**config.mk**
```make
export PLATFORM = sky130hd
export DESIGN_NAME = mcpu_ctrl
export DESIGN_NICKNAME = d
export VERILOG_FILES = /design/src/rtl/mcpu_ctrl_pkg.sv /design/src/rtl/mcpu_ctrl_alu_decode.sv /design/src/rtl/mcpu_ctrl.sv
export SDC_FILE = /design/constraint.sdc
export NUM_CORES = 1
export LEC_CHECK = 0
export BUFFER_PORTS_ARGS = -buffer_cell sky130_fd_sc_hd__buf_4
export CAP_MARGIN = 10
export CORE_AREA = 4 4 53 55
export DETAILED_ROUTE_END_ITERATION = 16
export DIE_AREA = 0 0 57 59
export PLACE_DENSITY = 0.74
export SETUP_SLACK_MARGIN = 0.15
export SLEW_MARGIN = 10
export SYNTH_ARGS = -nofsm -noshare
export SYNTH_HDL_FRONTEND = slang
export SYNTH_SLANG_ARGS = --single-unit
```
**constraint.sdc**
```tcl
create_clock -name clk -period 1.8 [get_ports clk]
set_input_delay 0.09 -clock clk [delete_from_list [all_inputs] [get_ports clk]]
set_output_delay 0.09 -clock clk [all_outputs]
set_load 0.01 [all_outputs]
```
**src/rtl/mcpu_ctrl_pkg.sv**
```systemverilog
// Shared definitions (mcpu_defs) for the multi-cycle MIPS control unit: ALU codes,
// opcode/funct codes, state encodings and mux selects. Optional macro: MCPU_OVF_TRAP_EN.
package mcpu_ctrl_pkg;

  localparam int STATE_W = 4;

  typedef enum logic [STATE_W-1:0] {
    S_IF       = 4'd0,
    S_ID       = 4'd1,
    S_EX_R     = 4'd2,
    S_R_WB     = 4'd3,
    S_EX_I     = 4'd4,
    S_I_WB     = 4'd5,
    S_MEM_ADDR = 4'd6,
    S_MEM_RD   = 4'd7,
    S_LW_WB    = 4'd8,
    S_MEM_WR   = 4'd9,
    S_BR       = 4'd10,
    S_J        = 4'd11,
    S_JAL      = 4'd12,
`ifdef MCPU_OVF_TRAP_EN
    S_JR       = 4'd13,
    S_TRAP     = 4'd14
`else
    S_JR       = 4'd13
`endif
  } state_e;

  localparam logic [3:0] ALU_AND  = 4'b0000;
  localparam logic [3:0] ALU_OR   = 4'b0001;
  localparam logic [3:0] ALU_ADD  = 4'b0010;
  localparam logic [3:0] ALU_XOR  = 4'b0011;
  localparam logic [3:0] ALU_NOR  = 4'b0100;
  localparam logic [3:0] ALU_SLTU = 4'b0101;
  localparam logic [3:0] ALU_SUB  = 4'b0110;
  localparam logic [3:0] ALU_SLT  = 4'b0111;
  localparam logic [3:0] ALU_SLL  = 4'b1000;
  localparam logic [3:0] ALU_SRL  = 4'b1001;
  localparam logic [3:0] ALU_SRA  = 4'b1010;
  localparam logic [3:0] ALU_LUI  = 4'b1011;

  localparam logic [5:0] OP_RTYPE = 6'b000000;
  localparam logic [5:0] OP_J     = 6'b000010;
  localparam logic [5:0] OP_JAL   = 6'b000011;
  localparam logic [5:0] OP_BEQ   = 6'b000100;
  localparam logic [5:0] OP_BNE   = 6'b000101;
  localparam logic [5:0] OP_ADDI  = 6'b001000;
  localparam logic [5:0] OP_SLTI  = 6'b001010;
  localparam logic [5:0] OP_ANDI  = 6'b001100;
  localparam logic [5:0] OP_ORI   = 6'b001101;
  localparam logic [5:0] OP_XORI  = 6'b001110;
  localparam logic [5:0] OP_LUI   = 6'b001111;
  localparam logic [5:0] OP_LW    = 6'b100011;
  localparam logic [5:0] OP_SW    = 6'b101011;

  localparam logic [5:0] FN_SLL  = 6'b000000;
  localparam logic [5:0] FN_SRL  = 6'b000010;
  localparam logic [5:0] FN_SRA  = 6'b000011;
  localparam logic [5:0] FN_JR   = 6'b001000;
  localparam logic [5:0] FN_ADD  = 6'b100000;
  localparam logic [5:0] FN_ADDU = 6'b100001;
  localparam logic [5:0] FN_SUB  = 6'b100010;
  localparam logic [5:0] FN_SUBU = 6'b100011;
  localparam logic [5:0] FN_AND  = 6'b100100;
  localparam logic [5:0] FN_OR   = 6'b100101;
  localparam logic [5:0] FN_XOR  = 6'b100110;
  localparam logic [5:0] FN_NOR  = 6'b100111;
  localparam logic [5:0] FN_SLT  = 6'b101010;
  localparam logic [5:0] FN_SLTU = 6'b101011;

  localparam logic [1:0] SRCA_PC    = 2'b00;
  localparam logic [1:0] SRCA_RS    = 2'b01;
  localparam logic [1:0] SRCA_SHAMT = 2'b10;
  localparam logic [1:0] SRCB_RT    = 2'b00;
  localparam logic [1:0] SRCB_FOUR  = 2'b01;
  localparam logic [1:0] SRCB_IMM   = 2'b10;
  localparam logic [1:0] SRCB_BOFS  = 2'b11;
  localparam logic [1:0] DST_RT     = 2'b00;
  localparam logic [1:0] DST_RD     = 2'b01;
  localparam logic [1:0] DST_RA     = 2'b10;
  localparam logic [1:0] WB_ALU     = 2'b00;
  localparam logic [1:0] WB_MDR     = 2'b01;
  localparam logic [1:0] WB_PC      = 2'b10;
  localparam logic [1:0] PC_ALU     = 2'b00;
  localparam logic [1:0] PC_ALUOUT  = 2'b01;
  localparam logic [1:0] PC_JUMP    = 2'b10;
  localparam logic [1:0] PC_RS      = 2'b11;

  function automatic logic is_shift(input logic [5:0] func);
    return (func == FN_SLL) || (func == FN_SRL) || (func == FN_SRA);
  endfunction

`ifdef MCPU_OVF_TRAP_EN
  // Only the signed arithmetic forms can raise an overflow trap.
  function automatic logic is_ovf_op(input logic [5:0] op, input logic [5:0] func);
    return (op == OP_ADDI) || ((op == OP_RTYPE) && ((func == FN_ADD) || (func == FN_SUB)));
  endfunction
`endif

endpackage

```
**src/rtl/mcpu_ctrl_alu_decode.sv**
```systemverilog
// ALU function select decoded from {state, OP, Func}; shared with the datapath bench.
module mcpu_ctrl_alu_decode
  import mcpu_ctrl_pkg::*;
(
  input  state_e     state,
  input  logic [5:0] OP,
  input  logic [5:0] Func,
  output logic [3:0] ALU_operation
);

  logic [3:0] r_op_s;
  logic [3:0] i_op_s;

  // R-type funct field to ALU code; unmapped functs fall back to ADD
  always_comb begin
    r_op_s = ALU_ADD;
    case (Func)
      FN_ADD, FN_ADDU: r_op_s = ALU_ADD;
      FN_SUB, FN_SUBU: r_op_s = ALU_SUB;
      FN_AND:          r_op_s = ALU_AND;
      FN_OR:           r_op_s = ALU_OR;
      FN_XOR:          r_op_s = ALU_XOR;
      FN_NOR:          r_op_s = ALU_NOR;
      FN_SLT:          r_op_s = ALU_SLT;
      FN_SLTU:         r_op_s = ALU_SLTU;
      FN_SLL:          r_op_s = ALU_SLL;
      FN_SRL:          r_op_s = ALU_SRL;
      FN_SRA:          r_op_s = ALU_SRA;
      default:         r_op_s = ALU_ADD;
    endcase
  end

  // Immediate-form opcode to ALU code
  always_comb begin
    i_op_s = ALU_ADD;
    case (OP)
      OP_ADDI: i_op_s = ALU_ADD;
      OP_SLTI: i_op_s = ALU_SLT;
      OP_ANDI: i_op_s = ALU_AND;
      OP_ORI:  i_op_s = ALU_OR;
      OP_XORI: i_op_s = ALU_XOR;
      OP_LUI:  i_op_s = ALU_LUI;
      default: i_op_s = ALU_ADD;
    endcase
  end

  // Per-state select; fetch, decode and address phases all add
  always_comb begin
    ALU_operation = ALU_ADD;
    case (state)
      S_EX_R:  ALU_operation = r_op_s;
      S_EX_I:  ALU_operation = i_op_s;
      S_BR:    ALU_operation = ALU_SUB;
      default: ALU_operation = ALU_ADD;
    endcase
  end

endmodule

```
**src/rtl/mcpu_ctrl.sv**
```systemverilog
// Multi-cycle MIPS control FSM driving the ALU select and datapath enables.
// Optional overflow trap path enabled by macro MCPU_OVF_TRAP_EN.
module mcpu_ctrl
  import mcpu_ctrl_pkg::*;
(
  input  logic               clk,
  input  logic               rst,
  input  logic [5:0]         OP,
  input  logic [5:0]         Func,
  input  logic               zero,
  input  logic               overflow,
  input  logic               MIO_ready,
  output logic [3:0]         ALU_operation,
  output logic [1:0]         ALUSrcA,
  output logic [1:0]         ALUSrcB,
  output logic               SignedExt,
  output logic               IorD,
  output logic               MemRead,
  output logic               MemWrite,
  output logic               IRWrite,
  output logic               PCWrite,
  output logic               PCWriteCond,
  output logic               Branch_ne,
  output logic               RegWrite,
  output logic [1:0]         RegDst,
  output logic [1:0]         MemtoReg,
  output logic [1:0]         PCSource,
`ifdef MCPU_OVF_TRAP_EN
  output logic               trap,
`endif
  output logic [STATE_W-1:0] state
);

  state_e state_r;
  state_e state_nxt_s;
  logic   unused_s;

  // zero is consumed by the datapath branch logic, not by the sequencer
`ifdef MCPU_OVF_TRAP_EN
  assign unused_s = zero;
`else
  assign unused_s = ^{zero, overflow};
`endif

  assign state = state_r;

  mcpu_ctrl_alu_decode u_alu_decode (
    .state         (state_r),
    .OP            (OP),
    .Func          (Func),
    .ALU_operation (ALU_operation)
  );

  // State register; reset returns to fetch immediately
  always_ff @(posedge clk or posedge rst) begin
    if (rst) begin
      state_r <= S_IF;
    end else begin
      state_r <= state_nxt_s;
    end
  end

  // Next-state and Moore control decode
  always_comb begin
    state_nxt_s = S_IF;
    ALUSrcA     = SRCA_PC;
    ALUSrcB     = SRCB_RT;
    SignedExt   = 1'b0;
    IorD        = 1'b0;
    MemRead     = 1'b0;
    MemWrite    = 1'b0;
    IRWrite     = 1'b0;
    PCWrite     = 1'b0;
    PCWriteCond = 1'b0;
    Branch_ne   = 1'b0;
    RegWrite    = 1'b0;
    RegDst      = DST_RT;
    MemtoReg    = WB_ALU;
    PCSource    = PC_ALU;
`ifdef MCPU_OVF_TRAP_EN
    trap        = 1'b0;
`endif
    case (state_r)
      S_IF: begin
        MemRead     = 1'b1;
        ALUSrcB     = SRCB_FOUR;
        IRWrite     = MIO_ready;
        PCWrite     = MIO_ready;
        state_nxt_s = MIO_ready ? S_ID : S_IF;
      end
      S_ID: begin
        ALUSrcB = SRCB_BOFS;
        case (OP)
          OP_RTYPE:                state_nxt_s = (Func == FN_JR) ? S_JR : S_EX_R;
          OP_LW, OP_SW:            state_nxt_s = S_MEM_ADDR;
          OP_BEQ, OP_BNE:          state_nxt_s = S_BR;
          OP_ADDI, OP_SLTI, OP_ANDI,
          OP_ORI, OP_XORI, OP_LUI: state_nxt_s = S_EX_I;
          OP_J:                    state_nxt_s = S_J;
          OP_JAL:                  state_nxt_s = S_JAL;
          default:                 state_nxt_s = S_IF;
        endcase
      end
      S_EX_R: begin
        ALUSrcA     = is_shift(Func) ? SRCA_SHAMT : SRCA_RS;
        state_nxt_s = S_R_WB;
      end
      S_R_WB: begin
        RegWrite = 1'b1;
        RegDst   = DST_RD;
`ifdef MCPU_OVF_TRAP_EN
        if (overflow && is_ovf_op(OP, Func)) begin
          RegWrite    = 1'b0;
          state_nxt_s = S_TRAP;
        end else begin
          state_nxt_s = S_IF;
        end
`else
        state_nxt_s = S_IF;
`endif
      end
      S_EX_I: begin
        ALUSrcA     = SRCA_RS;
        ALUSrcB     = SRCB_IMM;
        SignedExt   = ((OP == OP_ANDI) || (OP == OP_ORI) || (OP == OP_XORI)) ? 1'b0 : 1'b1;
        state_nxt_s = S_I_WB;
      end
      S_I_WB: begin
        RegWrite = 1'b1;
        RegDst   = DST_RT;
`ifdef MCPU_OVF_TRAP_EN
        if (overflow && is_ovf_op(OP, Func)) begin
          RegWrite    = 1'b0;
          state_nxt_s = S_TRAP;
        end else begin
          state_nxt_s = S_IF;
        end
`else
        state_nxt_s = S_IF;
`endif
      end
      S_MEM_ADDR: begin
        ALUSrcA     = SRCA_RS;
        ALUSrcB     = SRCB_IMM;
        SignedExt   = 1'b1;
        state_nxt_s = (OP == OP_SW) ? S_MEM_WR : S_MEM_RD;
      end
      S_MEM_RD: begin
        IorD        = 1'b1;
        MemRead     = 1'b1;
        state_nxt_s = MIO_ready ? S_LW_WB : S_MEM_RD;
      end
      S_LW_WB: begin
        RegWrite    = 1'b1;
        MemtoReg    = WB_MDR;
        RegDst      = DST_RT;
        state_nxt_s = S_IF;
      end
      S_MEM_WR: begin
        IorD        = 1'b1;
        MemWrite    = 1'b1;
        state_nxt_s = MIO_ready ? S_IF : S_MEM_WR;
      end
      S_BR: begin
        ALUSrcA     = SRCA_RS;
        ALUSrcB     = SRCB_RT;
        PCSource    = PC_ALUOUT;
        PCWriteCond = 1'b1;
        Branch_ne   = (OP == OP_BNE) ? 1'b1 : 1'b0;
        state_nxt_s = S_IF;
      end
      S_J: begin
        PCWrite     = 1'b1;
        PCSource    = PC_JUMP;
        state_nxt_s = S_IF;
      end
      S_JAL: begin
        PCWrite     = 1'b1;
        PCSource    = PC_JUMP;
        RegWrite    = 1'b1;
        RegDst      = DST_RA;
        MemtoReg    = WB_PC;
        state_nxt_s = S_IF;
      end
      S_JR: begin
        PCWrite     = 1'b1;
        PCSource    = PC_RS;
        state_nxt_s = S_IF;
      end
`ifdef MCPU_OVF_TRAP_EN
      S_TRAP: begin
        trap        = 1'b1;
        PCWrite     = 1'b1;
        PCSource    = PC_ALUOUT;
        state_nxt_s = S_IF;
      end
`endif
      default: state_nxt_s = S_IF;
    endcase
  end

endmodule
```
==> impl_metrics.env <==
export IMPL_synth_compound_area_share_pct=24.1
export IMPL_yosysMostFrequentCell="nor2_1"
export IMPL_r2r_start="state[0]$_DFF_PP0_"
export IMPL_crit_required_ns=1.93
export IMPL_power_frac_comb_pct=54.8
export IMPL_grt_max_degree=20
export IMPL_clockRootBuffer="clkbuf_4"
export IMPL_ys_top_cells_by_count="nor2_1 (16), clkbuf_1 (10)"
export IMPL_rsz0062_at_grt="yes"
export IMPL_synth_top_family_by_area="simple AND/OR/NAND/NOR gates"
export IMPL_postLayoutCellArea_um2=1450
export IMPL_largest_reg_flops=4
export IMPL_place_detailed_hpwl_um=2300
export IMPL_dpl_worst_slack_ns=0.0699
export IMPL_cp_data_arrival_time_ns=1.82
export IMPL_cts_path_max_buffers=2
export IMPL_n_antenna_cell=0
export IMPL_holdWs_ns=0.169
export IMPL_period_share_pct=94.3
export IMPL_layout_drive_gt1_share_pct=43.5
export IMPL_clkSinkCount=4
export IMPL_start_kind="register"
export IMPL_period_needed_ns=1.70
export IMPL_leakagePower_nw=0.639
export IMPL_worstMarginPinSlew_ns=0.590
export IMPL_dieArea_um2=3360
export IMPL_gp_congestion=0.877
export IMPL_synth_seq_cells=4
export IMPL_wl_um=3310
export IMPL_yosys_area_share_simple_pct=46.7
export IMPL_p_clk_share_pct=24.7
export IMPL_finalClockSkew_ns=0.0113
export IMPL_outcome="complete, no violations"
export IMPL_synthMuxAreaShare_pct=3.54
export IMPL_synth_cells=142
export IMPL_syn2layout_area_growth_pct=52.0
export IMPL_pwr_share_seq_pct=20.5
export IMPL_cts_tree="yes"
export IMPL_wl_per_cell_um=15.5
export IMPL_grt_pass1_vias=1243
export IMPL_postPlaceCellArea_um2=1280
export IMPL_yosys_area_share_xor_xnor_pct=0.917
export IMPL_setup_viol=0
export IMPL_ir_drop_mv=0.236
export IMPL_ys_seq_area_share_pct=10.5
export IMPL_yosysWarningCount=0
export IMPL_die_y_um=59
export IMPL_critPathLaunch="state[0]$_DFF_PP0_"
export IMPL_cp_end_kind="register"
export IMPL_drt_iter0_markers=53
export IMPL_io_pins=44
export IMPL_synth_cell_types=47
export IMPL_synth_area_leaders="dfrtp_1 (10%), nor2_1 (6.3%), ha_1 (5.2%)"
export IMPL_max_freq_ghz=0.589
export IMPL_portBuffers=41
export IMPL_vias_per_cell=5.90
export IMPL_coreArea_um2=2390
export IMPL_hold_start="MIO_ready"
export IMPL_clk_pin_slew_ns=0.04
export IMPL_htreeDepth=1
export IMPL_insertion_delay_ns=0.25
export IMPL_netlist_area_um2=955
export IMPL_yosysTopAreaCell="dfrtp_1"
export IMPL_grt_pass1_wl_um=5270
export IMPL_fin_ws_ns=0.102
export IMPL_p_sw_mw=0.186
export IMPL_grtUsageTotal_pct=19.2
export IMPL_drc=0
export IMPL_synth_adder_area_share_pct=5.24
export IMPL_cellPowerDensity_nw_per_um2=336
export IMPL_postSynthAreaPerCell_um2=6.72
export IMPL_critical_path_class="register to register"
export IMPL_final_antenna_net_count=0
export IMPL_switching_share_pct=38.2
export IMPL_nNetsFinal=207
export IMPL_synth_ff_type="dfrtp_1"
export IMPL_internal_power_mw=0.301
export IMPL_start_util_pct=40.0
export IMPL_cap_violations=0
export IMPL_syn_nets=163
export IMPL_dr_pass1_iters=4
export IMPL_std_cell_rows=18
export IMPL_r2r_slack_ns=0.10
export IMPL_num_fill_cells=230
export IMPL_vias=1263
export IMPL_synth_top_cell_area_share_pct=10.5
export IMPL_die_x_um=57
export IMPL_antenna_found_initial=0
export IMPL_final_hold_violation_count=0
export IMPL_slew_headroom_pct=60.1
export IMPL_overflow=0
export IMPL_cts_buffers=3
export IMPL_async_flop_share_pct=100
export IMPL_cp_max_fo=10
export IMPL_final_max_slew_violation_count=0
export IMPL_hold_class="input pin to register"
export IMPL_synth_edf_count=0
==> final cells by class <==
type	count	area, um^2	area share [%]
clock buffer	3	22.5	1.55
inverter	8	33.8	2.33
multi-input combinational	118	853	58.8
sequential	4	100	6.90
tap	30	37.5	2.59
timing repair buffer	51	404	27.8
==> stage by stage <==
stage / utilization [%] / instances / total power [mW] / setup TNS, ns
final: 60.8 / 214 / 0.487 / 0
after global routing: 60.8 / 214 / 0.513 / 0
after CTS: 58.6 / 213 / 0.464 / 0
after detailed placement: 53.7 / 206 / 0.316 / 0
after global placement: 53.7 / 206 / 0.311 / 0
after floorplan: - / 142 / 0.226 / -0.132
==> metal layers <==
| layer | track usage [%] | wire length (um) | share of wire [%] | vias to the layer above |
|---|---|---|---|---|
| met5 | 0 | 0 | 0 | - |
| met4 | 8.94 | 74 | 2.2 | 0 |
| met1 | 22.4 | 1280 | 39 | 576 |
| met2 | 33.6 | 1640 | 50 | 77 |
| li1 | - | - | - | 600 |
| met3 | 4.14 | 308 | 9.3 | 10 |
==> power by group through the flow <==
stage	Sequential (mW)	Combinational (mW)	Clock, mW
after floorplan	0.101	0.125	0
after global placement	0.0985	0.212	0
after global routing	0.100	0.288	0.125
after detailed placement	0.0986	0.218	0
final	0.0998	0.267	0.120
after CTS	0.0997	0.246	0.119
==> cell families after synthesis <==
| family | after synthesis |
|---|---|
| multiplexers | 3 |
| XOR/XNOR | 1 |
| AO/OA/AOI/OAI | 33 |
| flip-flops | 4 |
| adder cells (fa/ha/maj) | 4 |
| AND/OR/NAND/NOR | 77 |
| buffers and inverters | 20 |
==> worst max-delay path, cell delays in order, from the launching register on <==
cell and delay [ns]:
dfrtp_1 0.42, buf_6 0.19, clkinvlp_4 0.10, buf_4 0.17, o21ai_0 0.23, a21oi_1 0.10, or3_1 0.36
==> worst paths after layout <==
kind                            cells past startpoint                 end
worst max-delay path                                6  state[0]$_DFF_PP0_
worst min register to register                      4  state[3]$_DFF_PP0_
worst max register to register                      6  state[0]$_DFF_PP0_
min in group asynchronous                           3  state[1]$_DFF_PP0_
max in group asynchronous                           3  state[2]$_DFF_PP0_
worst min-delay path                                3  state[3]$_DFF_PP0_
==> placed cells by master (no fill, tap or decap), types with 2 or more instances in the layout <==
master    netlist  routed
nand4_1         2       2
mux2_2          3       2
dfrtp_1         4       4
o21a_1          3       3
o22ai_1         4       3
nand2_1         8       7
nor4_1          3       3
or3_4           1       2
nor2_1         16      13
buf_6           1       5
nor4bb_1        2       2
or3_1           3       2
and3_1          2       2
nand2b_1        8       5
o21ai_0         2       2
inv_1           8       6
or2_4           1       2
nor2b_1         7       7
a22oi_1         3       3
clkbuf_4        0       3
nand2b_4        0       3
o31ai_1         3       2
ha_1            4       4
or2_2           4       3
a21oi_1         8       7
nor2_4          0       2
nand3_1         7       7
buf_4           1      45
nor3_1          3       3
==> timing repair <==
item | 4_1_cts | 5_1_grt
hold buffers | 1 | 0
endpoints found under the hold margin | 4 | 0
endpoints found under the setup margin | 10 | 11
gates resized for setup | 16 | 12
setup buffers | 3 | 1
pin swaps | 5 | 5
Note: power is estimated with default switching activity, not from simulation.
